--- config.mk ---
export PLATFORM = sky130hd
export DESIGN_NAME = vx_fifo_credit_tx
export DESIGN_NICKNAME = d
export VERILOG_FILES = /design/src/rtl/vx_fifo_credit_tx.sv
export SDC_FILE = /design/constraint.sdc
export NUM_CORES = 1
export LEC_CHECK = 0
export BUFFER_PORTS_ARGS = -buffer_cell sky130_fd_sc_hd__buf_2
export CELL_PAD_IN_SITES_DETAIL_PLACEMENT = 0
export CELL_PAD_IN_SITES_GLOBAL_PLACEMENT = 1
export CORE_MARGIN = 1.5
export CORE_UTILIZATION = 27
export CTS_CLUSTER_SIZE = 16
export DETAILED_ROUTE_END_ITERATION = 7
export PLACE_DENSITY = 0.88
export SYNTH_ARGS = -nofsm -noshare
export SYNTH_HDL_FRONTEND = slang
export SYNTH_SLANG_ARGS = --single-unit
--- constraint.sdc ---
create_clock -name clk -period 3.45 [get_ports clk]
set_input_delay 0.5175 -clock clk [delete_from_list [all_inputs] [get_ports clk]]
set_output_delay 0.5175 -clock clk [all_outputs]
set_load 0.01 [all_outputs]
--- src/rtl/vx_fifo_credit_tx.sv ---
// Credit-based transmitter: forwards payloads to a remote FIFO only while it holds free-entry credits.
// Optional stall counter enabled by defining VX_FIFO_CREDIT_TX_PERF_EN.
module vx_fifo_credit_tx #(
  parameter int DATAW   = 1,
  parameter int DEPTH   = 4,
  parameter int CREDITW = $clog2(DEPTH+1)
) (
  input  logic               clk,
  input  logic               reset,
  input  logic               valid_in,
  input  logic [DATAW-1:0]   data_in,
  output logic               ready_in,
  output logic               push,
  output logic [DATAW-1:0]   data_out,
  input  logic               credit_ret,
  output logic [CREDITW-1:0] credits,
  output logic               idle,
  output logic               ovf_err,
  output logic [31:0]        perf_stalls
);

  localparam logic [CREDITW-1:0] DEPTH_C = CREDITW'(DEPTH);
  localparam logic [CREDITW-1:0] ONE_C   = CREDITW'(1);

  logic [CREDITW-1:0] credits_reg, credits_next;
  logic               push_reg;
  logic [DATAW-1:0]   data_reg;
  logic               ovf_reg, ovf_next;
  logic               accept;

  // ready depends only on registered credits, so a returned credit shows up one cycle later
  assign ready_in = (credits_reg != '0);
  assign accept   = valid_in & ready_in;

  always_comb begin
    credits_next = credits_reg;
    ovf_next     = ovf_reg;
    if (accept && !credit_ret) begin
      credits_next = credits_reg - ONE_C;
    end else if (!accept && credit_ret) begin
      // A return with nothing outstanding is a protocol error: saturate and flag it
      if (credits_reg == DEPTH_C) begin
        ovf_next = 1'b1;
      end else begin
        credits_next = credits_reg + ONE_C;
      end
    end
  end

  always_ff @(posedge clk) begin
    if (!reset) begin
      credits_reg <= DEPTH_C;
      push_reg    <= 1'b0;
      data_reg    <= '0;
      ovf_reg     <= 1'b0;
    end else begin
      credits_reg <= credits_next;
      push_reg    <= accept;
      ovf_reg     <= ovf_next;
      if (accept) begin
        data_reg <= data_in;
      end
    end
  end

  assign credits  = credits_reg;
  assign push     = push_reg;
  assign data_out = data_reg;
  assign ovf_err  = ovf_reg;
  assign idle     = (credits_reg == DEPTH_C) & ~push_reg;

`ifdef VX_FIFO_CREDIT_TX_PERF_EN
  logic [31:0] perf_stalls_reg;

  always_ff @(posedge clk) begin
    if (!reset) begin
      perf_stalls_reg <= '0;
    end else if (valid_in && !ready_in) begin
      perf_stalls_reg <= perf_stalls_reg + 32'd1;
    end
  end

  assign perf_stalls = perf_stalls_reg;
`else
  assign perf_stalls = '0;
`endif

endmodule

==> PnR_summary.wiki <==
{| class="wikitable"
! Metric !! Value
|-
| Worst R2R Start || credits[0]$_SDFFE_PN0P_
|-
| Horiz. Die Dim || 48.6 um
|-
| Pin count of the biggest net entering global routing || 9
|-
| Buf/Inv on CP || 2
|-
| Cell type with the highest aggregate area in the netlist || buf_4
|-
| FMAX || 0.401 GHz
|-
| Clk Tree Root Cell || clkbuf_4
|-
| Iteration-0 DRC count of the detailed router || 6
|-
| Summed instance area of the synthesized netlist || 562 sq um
|-
| Die span in y || 48.6 um
|-
| Grt peak-use layer || met2
|-
| Clk_skew || 0.000880 ns
|-
| Via density || 3.58
|-
| Average footprint of a synthesized cell || 8.14 sq um
|-
| Grt ovf || 0
|-
| End of the worst register-to-register path || credits[1]$_SDFFE_PN0P_
|-
| Power density of the placed cells || 385 nW/um^2
|-
| Gpl congestion || 0.672
|-
| Proportion of synthesized chip area in sequential cells || 21.4%
|-
| Cells along the critical path || o31ai_1 -> inv_1 -> ha_1 -> inv_1 -> fa_1 -> or3_2 -> a21oi_1
|-
| M3 GR Usage || 5.25%
|-
| Worst min-delay path class || reg -> reg
|-
| Post-DP Area || 532 sq um
|-
| Timing endpoint of the critical path || credits[1]$_SDFFE_PN0P_
|-
| Area taken by multi-input logic gates || 295 sq um
|-
| Sequential share of power || 38.7%
|-
| Fraction of power consumed by combinational cells || 29.5%
|-
| Post-layout minimum cycle time || 2.49 ns
|-
| Cell with the largest stage delay on the worst path || o31ai_1
|-
| Post-Route WL || 843 um
|-
| Portion of total power attributed to the clock network || 31.8%
|-
| Global-route total usage across every layer || 7.21%
|-
| P_sw || 0.0000762 W
|-
| Per-cell routed wire length || 7.66 um
|-
| Worst-Margin Slew || 0.663 ns
|-
| Number of buffers added by the clock tree synthesis step || 3
|-
| Slew Limit Fails || 0
|-
| Buffer depth of the longest clock path || 2
|-
| Vias in the first global route || 293
|-
| Element type at the critical path end || flop
|-
| Most area-consuming cells after synthesis || buf_4, dfxtp_1, ha_1, inv_1, or3_2
|-
| Setup repair after global routing missed its margin || no
|-
| Number of buffers inserted for hold repair after clock tree synthesis || 0
|-
| Leading cell types in the layout, fill and taps excluded || conb_1, buf_2, inv_1, dfxtp_1, nand2_1
|-
| Clock-pin slew on the worst setup and hold paths || 0.05 ns
|-
| Antenna violations before repair || 0
|-
| Detail Route Antenna Nets || 0
|-
| CP max FO || 8
|-
| Total negative slack || 0 ns
|-
| Leak || 0.296 nW
|-
| Top-level port count || 45
|-
| Required time of the critical path || 3.63 ns
|-
| Count of max-cap constraint violations || 0
|-
| Cells after DPL || 107
|-
| Final Hold Vio Count || 0
|-
| Crit path depth || 7
|-
| DR DRC count || 0
|-
| Final count of negative-setup-slack endpoints || 0
|-
| Core footprint || 1960 sq um
|-
| Vias post-DR || 394
|-
| TritonCTS clock tree || yes
|-
| Maximum level of the CTS H-tree || 1
|-
| R2R setup slack || 0.96 ns
|-
| Worst IR drop on VDD || 0.181 mV
|-
| Die area || 2360 sq um
|-
| Critical path's top delay family || compound AO/OA/AOI/OAI gates
|-
| Portion of the clock cycle consumed by the worst path in the final layout || 72.3%
|-
| Startpoint kind of the worst setup timing path || flop
|-
| Total number of yosys warnings || 0
|-
| Switching power share of the total || 35.7%
|-
| CP Launch Point || credits[0]$_SDFFE_PN0P_
|-
| Outcome || complete, no violations
|-
| Area grow syn2layout || -1.34%
|-
| NumNets Final || 93
|-
| Number of port buffers || 12
|-
| Fraction of final layout cells sized beyond drive strength 1 || 22.9%
|-
| Most common library cell in the layout ignoring fill and taps || conb_1
|-
| Number of cells traversed by the worst register-to-register path || 7
|-
| Number of filler instances in the final layout || 231
|-
| Max-Slew Margin vs Limit || 55.4%
|-
| Later-pin clock latency in the skew report || 0.25 ns
|-
| Detailed-placement wirelength estimate || 677 um
|-
| Global routing met1 resource utilization || 8.37%
|-
| Post-cts gate resize count || 0
|-
| Worst path most repeated cell || inv_1
|-
| Number of iterations in the first detailed-routing pass || 4
|-
| GR Layer Usage met2 || 10.7%
|-
| Global-route wire length before repair || 1290 um
|-
| Starting density of the core || 28.6%
|-
| Worst Path Arrival || 2.67 ns
|-
| Fin cells || 110
|-
| Post-synth cell types || 18
|-
| Flip-flop count of the largest register, all copies and words added || 3
|-
| Number of sinks on the clock net || 6
|-
| Post-CTS setup buffers || 0
|-
| Fin Hold WS || 0.461 ns
|-
| Post-route cell area || 554 sq um
|-
| P_int || 0.000137 W
|-
| Worst setup path category || reg -> reg
|-
| Largest stage delay, worst path || 0.62 ns
|-
| Cell count after synthesis || 69
|-
| Diode insertion count for antenna repair || 0
|-
| Post-synthesis sequential element count || 6
|-
| Number of core rows || 16
|-
| Share of the synthesized area in the top cell type || 42.8%
|-
| Storage cell area || 120 sq um
|}
[cell families after synthesis]
| group | after synthesis | synth area share (%) |
|---|---|---|
| flip-flops | 6 | 21.4 |
| other | 1 | 0.668 |
| buffers and inverters | 38 | 46.8 |
| AO/OA/AOI/OAI | 6 | 6.46 |
| AND/OR/NAND/NOR | 14 | 15.1 |
| XOR/XNOR | 1 | 1.56 |
| adder cells (fa/ha/maj) | 3 | 8.02 |
[worst min-delay path by stage]
| stage | to | start | slack (ns) | depth (start not counted) |
|---|---|---|---|---|
| final | ovf_err$_SDFFE_PN0P_ | ovf_err$_SDFFE_PN0P_ | 0.46 | 2 |
| after global placement | data_out$_SDFFE_PN0P_ | data_out$_SDFFE_PN0P_ | 0.45 | 2 |
| after floorplan | data_out$_SDFFE_PN0P_ | data_out$_SDFFE_PN0P_ | 0.49 | 2 |
| after CTS | ovf_err$_SDFFE_PN0P_ | ovf_err$_SDFFE_PN0P_ | 0.47 | 2 |
| after detailed placement | ovf_err$_SDFFE_PN0P_ | ovf_err$_SDFFE_PN0P_ | 0.46 | 2 |
| after global routing | data_out$_SDFFE_PN0P_ | data_out$_SDFFE_PN0P_ | 0.52 | 2 |
[layer usage]
layer | vias to the layer above | wire, um
li1 | 184 | -
met1 | 177 | 328
met2 | 33 | 389
met3 | 0 | 125
met4 | 0 | 0
met5 | - | 0
[per-stage QoR]
stage	total power, W	setup WS, ns	utilization (%)
after floorplan	0.000155	1.22	-
after global placement	0.000144	1.03	27.1
after detailed placement	0.000147	0.911	27.1
after CTS	0.000216	0.900	28.3
after global routing	0.000229	0.735	28.3
final	0.000213	0.957	28.3
[power groups by stage]
stage                     Sequential, W  Combinational (W)   Clock, W
after CTS                     0.0000827          0.0000633  0.0000700
after global routing          0.0000848          0.0000710  0.0000732
after detailed placement      0.0000842          0.0000627          0
final                         0.0000826          0.0000629  0.0000678
after floorplan               0.0000858          0.0000693          0
after global placement        0.0000837          0.0000603          0
[Yosys cell counts]
master,n
ha_1,2
a21oi_1,3
o31a_1,1
nor4b_2,1
fa_1,1
conb_1,1
o21ai_0,1
nor4b_1,1
o31ai_1,1
xor2_1,1
or3_2,3
nand3_1,1
nor2_1,3
dfxtp_1,6
nand2_1,4
buf_4,32
inv_1,6
or4_1,1
[cell type report]
| type | count | area share [%] |
|---|---|---|
| inverters | 6 | 4.06 |
| multi-input cells | 56 | 53.3 |
| well taps | 27 | 6.09 |
| flip-flops and latches | 6 | 21.7 |
| clock buffers | 3 | 4.06 |
| repair buffers | 12 | 10.8 |
[tightest hold or removal path, delay by kind of cell (launching register included)]
kind,cells,cell delay (ns)
flip-flops,1,0.31
AND/OR/NAND/NOR,1,0.07
AO/OA/AOI/OAI,1,0.04
Note: power is estimated with default switching activity, not from simulation.
